[config.mk]
export PLATFORM = sky130hd
export DESIGN_NAME = enigma_sequencer
export DESIGN_NICKNAME = d
export VERILOG_FILES = /design/src/rtl/enigma_pkg.sv /design/src/rtl/enigma_mod26.sv /design/src/rtl/enigma_sequencer.sv
export SDC_FILE = /design/constraint.sdc
export NUM_CORES = 1
export LEC_CHECK = 0
export ABC_AREA = 1
export CAP_MARGIN = 15
export CORE_ASPECT_RATIO = 0.7
export CORE_MARGIN = 2
export CORE_UTILIZATION = 35
export DETAILED_ROUTE_END_ITERATION = 16
export DONT_BUFFER_PORTS = 1
export PLACE_DENSITY = 0.45
export SLEW_MARGIN = 0
export SYNTH_ARGS = -nofsm -noshare
export SYNTH_HDL_FRONTEND = slang
export SYNTH_SLANG_ARGS = --single-unit
[constraint.sdc]
create_clock -name clk -period 8 [get_ports clk]
set_clock_uncertainty 0.1 [all_clocks]
set_input_delay 1.6 -clock clk [delete_from_list [all_inputs] [get_ports clk]]
set_output_delay 1.6 -clock clk [all_outputs]
set_load 0.01 [all_outputs]
[src/rtl/enigma_pkg.sv]
// Shared definitions for the Enigma cipher sequencer.
// Holds the alphabet size, the lookup pass-select codes, the sequencer
// state encoding, the ASCII letter bounds and a rotor-position increment.
package enigma_pkg;

  localparam int unsigned ALPHA   = 26;
  localparam logic [4:0]  MAX_IDX = 5'd25;

  // Pass-select codes presented on lu_sel, in pass order.
  localparam logic [2:0] SEL_R1F = 3'd0;
  localparam logic [2:0] SEL_R2F = 3'd1;
  localparam logic [2:0] SEL_R3F = 3'd2;
  localparam logic [2:0] SEL_REF = 3'd3;
  localparam logic [2:0] SEL_R3I = 3'd4;
  localparam logic [2:0] SEL_R2I = 3'd5;
  localparam logic [2:0] SEL_R1I = 3'd6;

  typedef enum logic [1:0] {
    IDLE,
    LOOKUP,
    OUT
  } state_t;

  localparam logic [7:0] ASCII_UC_A = 8'h41;
  localparam logic [7:0] ASCII_UC_Z = 8'h5A;
  localparam logic [7:0] ASCII_LC_A = 8'h61;
  localparam logic [7:0] ASCII_LC_Z = 8'h7A;

  // Rotor position advance, 25 wraps to 0.
  function automatic logic [4:0] next_pos(input logic [4:0] p);
    return (p == MAX_IDX) ? 5'd0 : p + 5'd1;
  endfunction

endpackage

[src/rtl/enigma_mod26.sv]
// Combinational (a + b) mod 26 or (a - b) mod 26 for operands in 0..25.
// Uses one conditional correction by 26 instead of a division.
//   a, b : operands (0..25)
//   sub  : 1 selects subtraction, 0 addition
//   y    : result (0..25)
module enigma_mod26
  import enigma_pkg::*;
(
  input  logic [4:0] a,
  input  logic [4:0] b,
  input  logic       sub,
  output logic [4:0] y
);

  logic [5:0] sum;
  logic [5:0] diff;

  always_comb begin
    sum  = {1'b0, a} + {1'b0, b};
    diff = {1'b0, a} - {1'b0, b};
    if (sub) begin
      // A borrow out of the 6-bit difference means the result went negative.
      y = diff[5] ? 5'(diff + 6'(ALPHA)) : diff[4:0];
    end else begin
      y = (sum >= 6'(ALPHA)) ? 5'(sum - 6'(ALPHA)) : sum[4:0];
    end
  end

endmodule

[src/rtl/enigma_sequencer.sv]
// Time-multiplexed Enigma controller. Accepts one ASCII character at a time
// and steps a single shared substitution lookup unit through seven passes
// (rotor 1..3 forward, reflector, rotor 3..1 inverse). Owns rotor positions,
// offset arithmetic and per-rotor stepping cadence.
//   clk, reset          : clock, synchronous active-high reset
//   set, offset*, delay*: configuration load (IDLE only)
//   valid, ready, din   : character input handshake
//   dout, done, err     : one-cycle result pulse
//   lu_req/sel/idx      : lookup request, held until lu_ack
//   lu_ack, lu_data     : lookup response (ack may be same-cycle)
//   pos1..pos3          : current rotor positions
module enigma_sequencer
  import enigma_pkg::*;
#(
  parameter int unsigned DELAY_W = 8
) (
  input  logic               clk,
  input  logic               reset,
  input  logic               set,
  input  logic [4:0]         offset1,
  input  logic [4:0]         offset2,
  input  logic [4:0]         offset3,
  input  logic [DELAY_W-1:0] delay1,
  input  logic [DELAY_W-1:0] delay2,
  input  logic [DELAY_W-1:0] delay3,
  input  logic               valid,
  output logic               ready,
  input  logic [7:0]         din,
  output logic [7:0]         dout,
  output logic               done,
  output logic               err,
  output logic               lu_req,
  output logic [2:0]         lu_sel,
  output logic [4:0]         lu_idx,
  input  logic               lu_ack,
  input  logic [4:0]         lu_data,
  output logic [4:0]         pos1,
  output logic [4:0]         pos2,
  output logic [4:0]         pos3
);

  localparam logic [DELAY_W-1:0] CNT_ONE = DELAY_W'(1);

  state_t state, state_nx;

  logic [2:0]         pass;
  logic [4:0]         c;
  logic [7:0]         din_q;
  logic               letter;
  logic               ready_q;
  logic               err_q;
  logic [7:0]         dout_q;
  logic [4:0]         pos [3];
  logic [DELAY_W-1:0] cnt [3];
  logic [DELAY_W-1:0] dly [3];
  logic [4:0]         off [3];
  logic [DELAY_W-1:0] dly_in [3];

  logic       din_uc, din_lc, din_letter;
  logic [4:0] din_c;
  logic       accept, load;
  logic [4:0] pk, idx_sum, c_new;
  logic       lu_bad, last;

  assign off[0]    = offset1;
  assign off[1]    = offset2;
  assign off[2]    = offset3;
  assign dly_in[0] = delay1;
  assign dly_in[1] = delay2;
  assign dly_in[2] = delay3;

  always_comb begin
    din_uc     = (din >= ASCII_UC_A) && (din <= ASCII_UC_Z);
    din_lc     = (din >= ASCII_LC_A) && (din <= ASCII_LC_Z);
    din_letter = din_uc || din_lc;
    din_c      = 5'(din - (din_uc ? ASCII_UC_A : ASCII_LC_A));
    accept     = (state == IDLE) && valid && ready_q && !set;
    load       = (state == IDLE) && set;
    lu_bad     = lu_data > MAX_IDX;
    last       = pass == SEL_R1I;
  end

  // The reflector uses a zero rotor offset, so the same add/subtract path
  // yields lu_idx = c and c <= lu_data without a separate mux.
  always_comb begin
    unique case (pass)
      SEL_R1F, SEL_R1I: pk = pos[0];
      SEL_R2F, SEL_R2I: pk = pos[1];
      SEL_R3F, SEL_R3I: pk = pos[2];
      default:          pk = '0;
    endcase
  end

  enigma_mod26 u_pre_add  (.a(c),       .b(pk), .sub(1'b0), .y(idx_sum));
  enigma_mod26 u_post_sub (.a(lu_data), .b(pk), .sub(1'b1), .y(c_new));

  always_ff @(posedge clk) begin
    if (reset) state <= IDLE;
    else       state <= state_nx;
  end

  always_comb begin
    state_nx = state;
    unique case (state)
      IDLE:    if (accept) state_nx = din_letter ? LOOKUP : OUT;
      LOOKUP:  if (lu_ack && (lu_bad || last)) state_nx = OUT;
      OUT:     state_nx = IDLE;
      default: state_nx = IDLE;
    endcase
  end

  always_comb begin
    lu_req = state == LOOKUP;
    lu_sel = (state == LOOKUP) ? pass : '0;
    lu_idx = (state == LOOKUP) ? idx_sum : '0;
    done   = state == OUT;
    ready  = ready_q;
    dout   = dout_q;
    err    = err_q;
    pos1   = pos[0];
    pos2   = pos[1];
    pos3   = pos[2];
  end

  always_ff @(posedge clk) begin
    if (reset) begin
      ready_q <= 1'b0;
      pass    <= '0;
      c       <= '0;
      din_q   <= '0;
      letter  <= 1'b0;
      err_q   <= 1'b0;
      dout_q  <= '0;
      for (int unsigned k = 0; k < 3; k++) begin
        pos[k] <= '0;
        cnt[k] <= '0;
        dly[k] <= '0;
      end
    end else begin
      ready_q <= state_nx == IDLE;
      unique case (state)
        IDLE: begin
          if (load) begin
            for (int unsigned k = 0; k < 3; k++) begin
              pos[k] <= (off[k] > MAX_IDX) ? '0 : off[k];
              dly[k] <= dly_in[k];
              cnt[k] <= '0;
            end
          end else if (accept) begin
            pass   <= SEL_R1F;
            c      <= din_c;
            din_q  <= din;
            letter <= din_letter;
            if (!din_letter) begin
              dout_q <= din;
              err_q  <= 1'b0;
            end
          end
        end
        LOOKUP: begin
          if (lu_ack) begin
            if (lu_bad) begin
              dout_q <= din_q;
              err_q  <= 1'b1;
            end else begin
              c    <= c_new;
              pass <= pass + 3'd1;
              if (last) begin
                // Bit 5 of the original character distinguishes lower case.
                dout_q <= (din_q[5] ? ASCII_LC_A : ASCII_UC_A) + {3'b000, c_new};
                err_q  <= 1'b0;
              end
            end
          end
        end
        OUT: begin
          if (letter && !err_q) begin
            for (int unsigned k = 0; k < 3; k++) begin
              if (dly[k] != '0) begin
                if (cnt[k] + CNT_ONE == dly[k]) begin
                  cnt[k] <= '0;
                  pos[k] <= next_pos(pos[k]);
                end else begin
                  cnt[k] <= cnt[k] + CNT_ONE;
                end
              end
            end
          end
        end
        default: ;
      endcase
    end
  end

endmodule

After elaboration in Yosys (flattened, before gate mapping)
Memories as Yosys holds them, arrays and structs flattened.
Index checks and enable logic that the tools add are counted.
{"block": "totals", "ff_bits": 29, "ramBits": 63, "out_inout_bits": 35, "word_cells": 196, "memories": 3}
{"block": "op_classes", "addsub": 13, "magnitude_cmp": 9, "n_eq_ne": 19, "n_mux": 100, "n_bitwise": 19, "reduce_logical": 25}
{"memory": "cnt", "words": 3, "word_bits": 8, "rd": 3, "rd_clocked_by_memory_dff": 0, "write_ports": 3, "line": "enigma_sequencer.sv:54", "text": "logic [DELAY_W-1:0] cnt [3];"}
{"memory": "dly", "words": 3, "word_bits": 8, "rd": 3, "rd_clocked_by_memory_dff": 0, "write_ports": 3, "line": "enigma_sequencer.sv:55", "text": "logic [DELAY_W-1:0] dly [3];"}
{"memory": "pos", "words": 3, "word_bits": 5, "rd": 3, "rd_clocked_by_memory_dff": 0, "write_ports": 3, "line": "enigma_sequencer.sv:53", "text": "logic [4:0] pos [3];"}
{"cell": "8-bit two-way mux", "count": 18}
{"cell": "5-bit two-way mux", "count": 19}
{"cell": "1-bit two-way mux", "count": 48}
{"cell": "8-bit by 1-bit adder with 8-bit output (second input constant)", "count": 3}
{"cell": "8-bit equality test", "count": 3}
{"cell": "8-bit nonzero test", "count": 3}
{"cell": "5-bit > comparator (second input constant)", "count": 4}
{"cell": "1-bit OR", "count": 18}
{"cell": "8-bit by 7-bit greater-or-equal comparator with 1-bit output (second input constant)", "count": 2}
{"cell": "8-bit by 7-bit less-or-equal comparator with 1-bit output (second input constant)", "count": 2}
{"cell": "8-bit one-hot mux with 2 select lines", "count": 1}
{"cell": "5-bit by 1-bit adder with 5-bit output (second input constant)", "count": 3}
{"cell": "5-bit equality test (second input constant)", "count": 3}
{"cell": "3-bit two-way mux", "count": 5}
{"cell": "5-bit one-hot mux with 3 select lines", "count": 1}
{"cell": "5-bit one-hot mux with 2 select lines", "count": 1}
{"cell": "5-bit subtractor (second input constant)", "count": 2}
{"cell": "3-bit equality test (second input constant)", "count": 3}
{"cell": "7-bit by 5-bit adder with 8-bit output", "count": 1}
{"cell": "1-bit logical AND", "count": 8}
{"cell": "2-bit != test (second input constant)", "count": 4}
{"cell": "5-bit by 5-bit adder with 6-bit output", "count": 1}
{"cell": "6-bit by 5-bit greater-or-equal comparator with 1-bit output (second input constant)", "count": 1}
{"cell": "2-bit two-way mux", "count": 3}
{"cell": "other kinds (23)", "count": 28}

Depth between registers and ports, before layout
{"block": "depth", "word_depth": 11, "mapped_depth": 22, "mapped_depth_nobuf": 22}

By module
A second synthesis with hierarchy kept.
{"block": "unflattened", "hier_cells": 995, "hier_area_um2": 6986.7}
{"module": "enigma_sequencer", "instances": 1, "cells_each": 765, "area_per_inst_um2": 5622.9, "seq_area_each_um2": 2472.4}
{"module": "enigma_mod26", "instances": 2, "cells_each": 115, "area_per_inst_um2": 681.9, "seq_area_each_um2": 0.0}

Worst setup path after synthesis
Ideal clock, no wire load.
{"block": "synth_timing", "path_kind": "register to output", "startpoint": "reg pass[0]", "endpoint": "out lu_idx[3]", "arrival_ns": 2.898, "required_ns": 6.300, "slack_ns": 3.402, "path_stages_with_launch": 19, "n_path_buf": 0, "path_cell_list": "dfxtp_1 -> inv_1 -> ha_1 -> inv_1 -> o21ai_0 -> nand2_1 -> nand2_1 -> o21ai_0 -> inv_1 -> ha_1 -> inv_1 -> fa_1 -> o21ai_0 -> xnor2_1 -> inv_1 -> and2_1 -> nor2_1 -> nor3_1 -> nor3_1"}
{"block": "synth_between", "elab_chain_len": 7}
{"item": "start: declaration", "line": "enigma_sequencer.sv:46", "text": "logic [2:0] pass;"}
{"item": "start signal: assignment", "line": "enigma_sequencer.sv:167", "text": "pass <= pass + 3'd1;"}
{"item": "3-bit by 2-bit equality test with 1-bit output, or another cell as far along", "line": "enigma_sequencer.sv:86", "text": "unique case (pass)"}
{"item": "2-bit OR reduction", "line": "enigma_sequencer.sv:86"}
{"item": "5-bit one-hot mux with 3 select lines (*)", "line": "enigma_sequencer.sv:86"}
{"item": "5-bit by 5-bit adder with 6-bit output (*)", "line": "enigma_mod26.sv:19", "text": "sum = {1'b0, a} + {1'b0, b};"}
{"item": "5-bit subtractor or 6-bit by 5-bit greater-or-equal comparator with 1-bit output (tied branches)", "line": "enigma_mod26.sv:25", "text": "y = (sum >= 6'(ALPHA)) ? 5'(sum - 6'(ALPHA)) : sum[4:0];"}
{"item": "5-bit two-way mux (*)", "line": "enigma_mod26.sv:25"}
{"item": "5-bit two-way mux (*)", "line": "enigma_sequencer.sv:115", "text": "lu_idx = (state == LOOKUP) ? idx_sum : '0;"}
{"item": "end: declaration", "line": "enigma_sequencer.sv:34", "text": "output logic [4:0] lu_idx,"}
Every way passes the cells marked *; elsewhere a longest branch is shown, timed or not.

Worst setup path after layout
Ends and elaborated chain as after synthesis.

==> results.py <==
metrics = {
    "worst_setup_path": {
        "startpoint_type": "flop",
        "critPathMaxFanout": 6,
        "worstSetupPathType": "reg -> out",
        "crit_path_end_kind": "primary output",
        "cp.arrival_ns": 3.74,
        "worst_ep_required_time_ns": 6.30,
        "r2r_start": "pass[0]$_SDFFE_PP0P_",
        "critPathLaunch": "pass[0]$_SDFFE_PP0P_",
    },
    "pwr": {
        "p_clk_share_pct": 37.5,
        "totalPowerFinal_w": 0.00128,
        "power.density_nw_per_um2": 191,
        "p_leak_nw": 3.05,
        "combPwrFrac_pct": 17.7,
        "max-vdd-ir-drop_mv": 0.0785,
        "p_sw_share_pct": 29.3,
        "pwr-share-seq_pct": 44.7,
        "p_switching_w": 0.000376,
        "internal-power_w": 0.000908,
    },
    "global_route": {
        "top_usage_layer": "met1",
        "grt_pass1_wl_um": 25800,
        "grt_pass1_vias": 5062,
        "use_met1_pct": 26.2,
        "grtUsageMet2_pct": 25.9,
        "grtUsageTotal_pct": 17.9,
        "grt_overflow": 0,
        "antenna_found_initial": 0,
        "met3_usage_pct": 4.64,
        "grt_max_degree": 28,
    },
    "place": {
        "hpwlAfterDp_um": 12400,
        "portBuffers": 0,
        "routabilityCongestion": 0.863,
    },
    "final_layout": {
        "nNetsFinal": 939,
        "fin_util_pct": 39.2,
        "area_delta_synth_final_pct": 9.87,
        "antenna_cells": 0,
        "drive_gt1_share_pct": 4.44,
    },
    "sta": {
        "period_minus_slack_ns": 5.44,
        "setup_viol": 0,
        "max_slew_margin_pct": 42.8,
        "tightest_slew_ns": 0.853,
        "fin_crit_sh_pct": 68.0,
        "drv_slew": 0,
        "fin_tns_setup_ns": 0,
        "hold_ws_ns": 0.400,
        "rsz0062_at_grt": "no",
        "finalHoldViolCount": 0,
        "fmax_ghz": 0.184,
    },
    "route": {
        "antenna_left": 0,
        "drc_errors": 0,
        "wl_per_cell_um": 14.7,
        "drt_iter0_markers": 313,
        "drtPass1Iterations": 5,
        "num_vias": 5297,
        "drt_wl_total_um": 16000,
        "vias_per_cell": 4.88,
    },
    "cts": {
        "insertion_delay_ns": 0.35,
        "hold_buffers": 0,
        "cts_root_buf": "clkbuf_16",
        "cts_buffers": 9,
        "cts.sinks": 92,
        "cts_setup_buffers": 0,
        "clock_path_buffers": 2,
        "cts_resized": 0,
        "clk_pin_slew_ns": 0.07,
        "htree_levels": 3,
        "cts_tree": "built",
    },
    "synth": {
        "ys_types": 44,
        "synth_fa_ha_area_share_pct": 6.80,
        "yosysTopAreaCell": "edfxtp_1",
        "synth_seq_area_share_pct": 40.5,
        "synth_enable_flop_cells": 63,
        "yosys.area_share.simple_pct": 30.4,
        "synthFlopType": "edfxtp_1",
        "syn_inst": 847,
        "synthXorXnorAreaFrac_pct": 2.87,
        "synth_top_cell_area_share_pct": 31.0,
        "syn_area_per_cell_um2": 7.21,
        "synth_top_family_by_area": "simple AND/OR/NAND/NOR gates",
        "synth_area_leaders": "edfxtp_1, nand2_1, dfxtp_1",
        "syn-num-nets": 936,
        "synth-seq-cells": 92,
        "synthArstFlopShare_pct": 0,
        "synth_mux_area_share_pct": 0,
        "synth-compound-area-share_pct": 9.63,
        "yosysWarnings": 0,
        "syn_area_um2": 6110,
    },
    "floorplan": {
        "die_area_um2": 18500,
        "start_util_pct": 35.7,
        "die-width_um": 162,
        "die_h_um": 115,
        "core_um2": 17100,
        "io_pins": 92,
        "num_rows": 40,
    },
    "status": {
        "outcome": "complete, no violations",
    },
    "worst_hold_path": {
        "hp-start": "din_q[5]$_SDFFE_PP0P_",
        "holdCritPathClass": "reg -> reg",
    },
    "run": {
        "drv_cap": 0,
    },
}
[cell type report]
type | instances | area, µm²
clock inverters | 2 | 38.8
multi-input cells | 599 | 3040
clock buffers | 14 | 297
fillers | 1829 | 10400
well taps | 231 | 289
inverters | 142 | 533
flip-flops and latches | 92 | 2470
repair buffers | 6 | 45.0
[path summary, 6_finish.rpt]
| check | endpoint | slack [ns] | cells after the start |
|---|---|---|---|
| worst max-delay path | lu_idx[3] | 2.56 | 18 |
| worst min-delay path | din_q[5]$_SDFFE_PP0P_ | 0.40 | 2 |
| worst max register to register | dout[5]$_SDFFE_PP0P_ | 4.13 | 17 |
| worst min register to register | din_q[5]$_SDFFE_PP0P_ | 0.40 | 2 |
[critical path, stage by stage, from the launching register on]
cell and delay [ns]:
dfxtp_1 0.34, inv_1 0.13, ha_1 0.17, inv_1 0.05, o21ai_0 0.46, nand2_1 0.11, nand2_1 0.08, o21ai_0 0.06
inv_1 0.08, ha_1 0.17, inv_1 0.06, fa_1 0.40, o21ai_0 0.24, xnor2_1 0.15, inv_1 0.07, and2_1 0.15
nor2_1 0.25, nor3_1 0.08, nor3_1 0.35
[metal layers]
metal	up-vias	part of all wire (%)	routed length, µm
met3	12	6.1	969
met5	-	0	0
li1	2742	-	-
met1	2419	53	8390
met2	124	40	6440
met4	0	0.98	157
[state kept, by name, indices dropped and copies added (netlist names), 2 cells and up]
signal  flops
din_q       8
dout        8
pos        15
cnt        24
dly        24
state       2
c           5
pass        3
[power by group through the flow]
| stage | registers, W | clock network (W) | logic [W] |
|---|---|---|---|
| 2_1_floorplan | 0.000573 | 0 | 0.000176 |
| 3_3_place_gp | 0.000585 | 0 | 0.000221 |
| 3_5_place_dp | 0.000585 | 0 | 0.000227 |
| 4_1_cts | 0.000574 | 0.000494 | 0.000228 |
| 5_1_grt | 0.000579 | 0.000510 | 0.000264 |
| 6_report | 0.000574 | 0.000482 | 0.000228 |
[cell usage in the layout (no fill, tap or decap), types with 5 or more instances in the layout]
| cell type | Yosys | routed |
|---|---|---|
| inv_1 | 139 | 139 |
| o21ai_0 | 47 | 47 |
| a22oi_1 | 5 | 5 |
| nand4_1 | 15 | 15 |
| clkbuf_16 | 0 | 11 |
| nand2_1 | 206 | 206 |
| edfxtp_1 | 63 | 63 |
| nand2_2 | 5 | 5 |
| dfxtp_1 | 29 | 29 |
| a21oi_1 | 45 | 45 |
| xnor2_1 | 8 | 8 |
| xor2_1 | 12 | 12 |
| nor2_2 | 5 | 5 |
| nand3_1 | 53 | 53 |
| nor2_1 | 117 | 117 |
| buf_4 | 1 | 6 |
| ha_1 | 30 | 30 |
| nor3_1 | 20 | 20 |
[synth_stat cells (all sizes together), types with 3 or more instances]
master    n
nand2   212
inv     141
nor2    123
edfxtp   63
nand3    53
o21ai    51
a21oi    45
ha       30
dfxtp    29
nor3     20
nand4    16
xor2     12
clkbuf   10
xnor2     8
a22oi     5
buf       4
nand3b    3
nor3b     3
or2       3
[cells by family after synthesis]
| kind of cell | Yosys count |
|---|---|
| flip-flops | 92 |
| adder cells (fa/ha/maj) | 32 |
| AND/OR/NAND/NOR | 437 |
| XOR/XNOR | 20 |
| AO/OA/AOI/OAI | 110 |
| buffers and inverters | 156 |
[stage by stage]
stage	setup WS, ns	instances	area (µm²)
6_report	2.56	1086	6710
2_1_floorplan	3.40	847	6110
3_3_place_gp	3.07	1069	6370
4_1_cts	2.49	1086	6710
5_1_grt	2.17	1086	6710
3_5_place_dp	2.87	1070	6380
(Power assumes the default switching activity.)
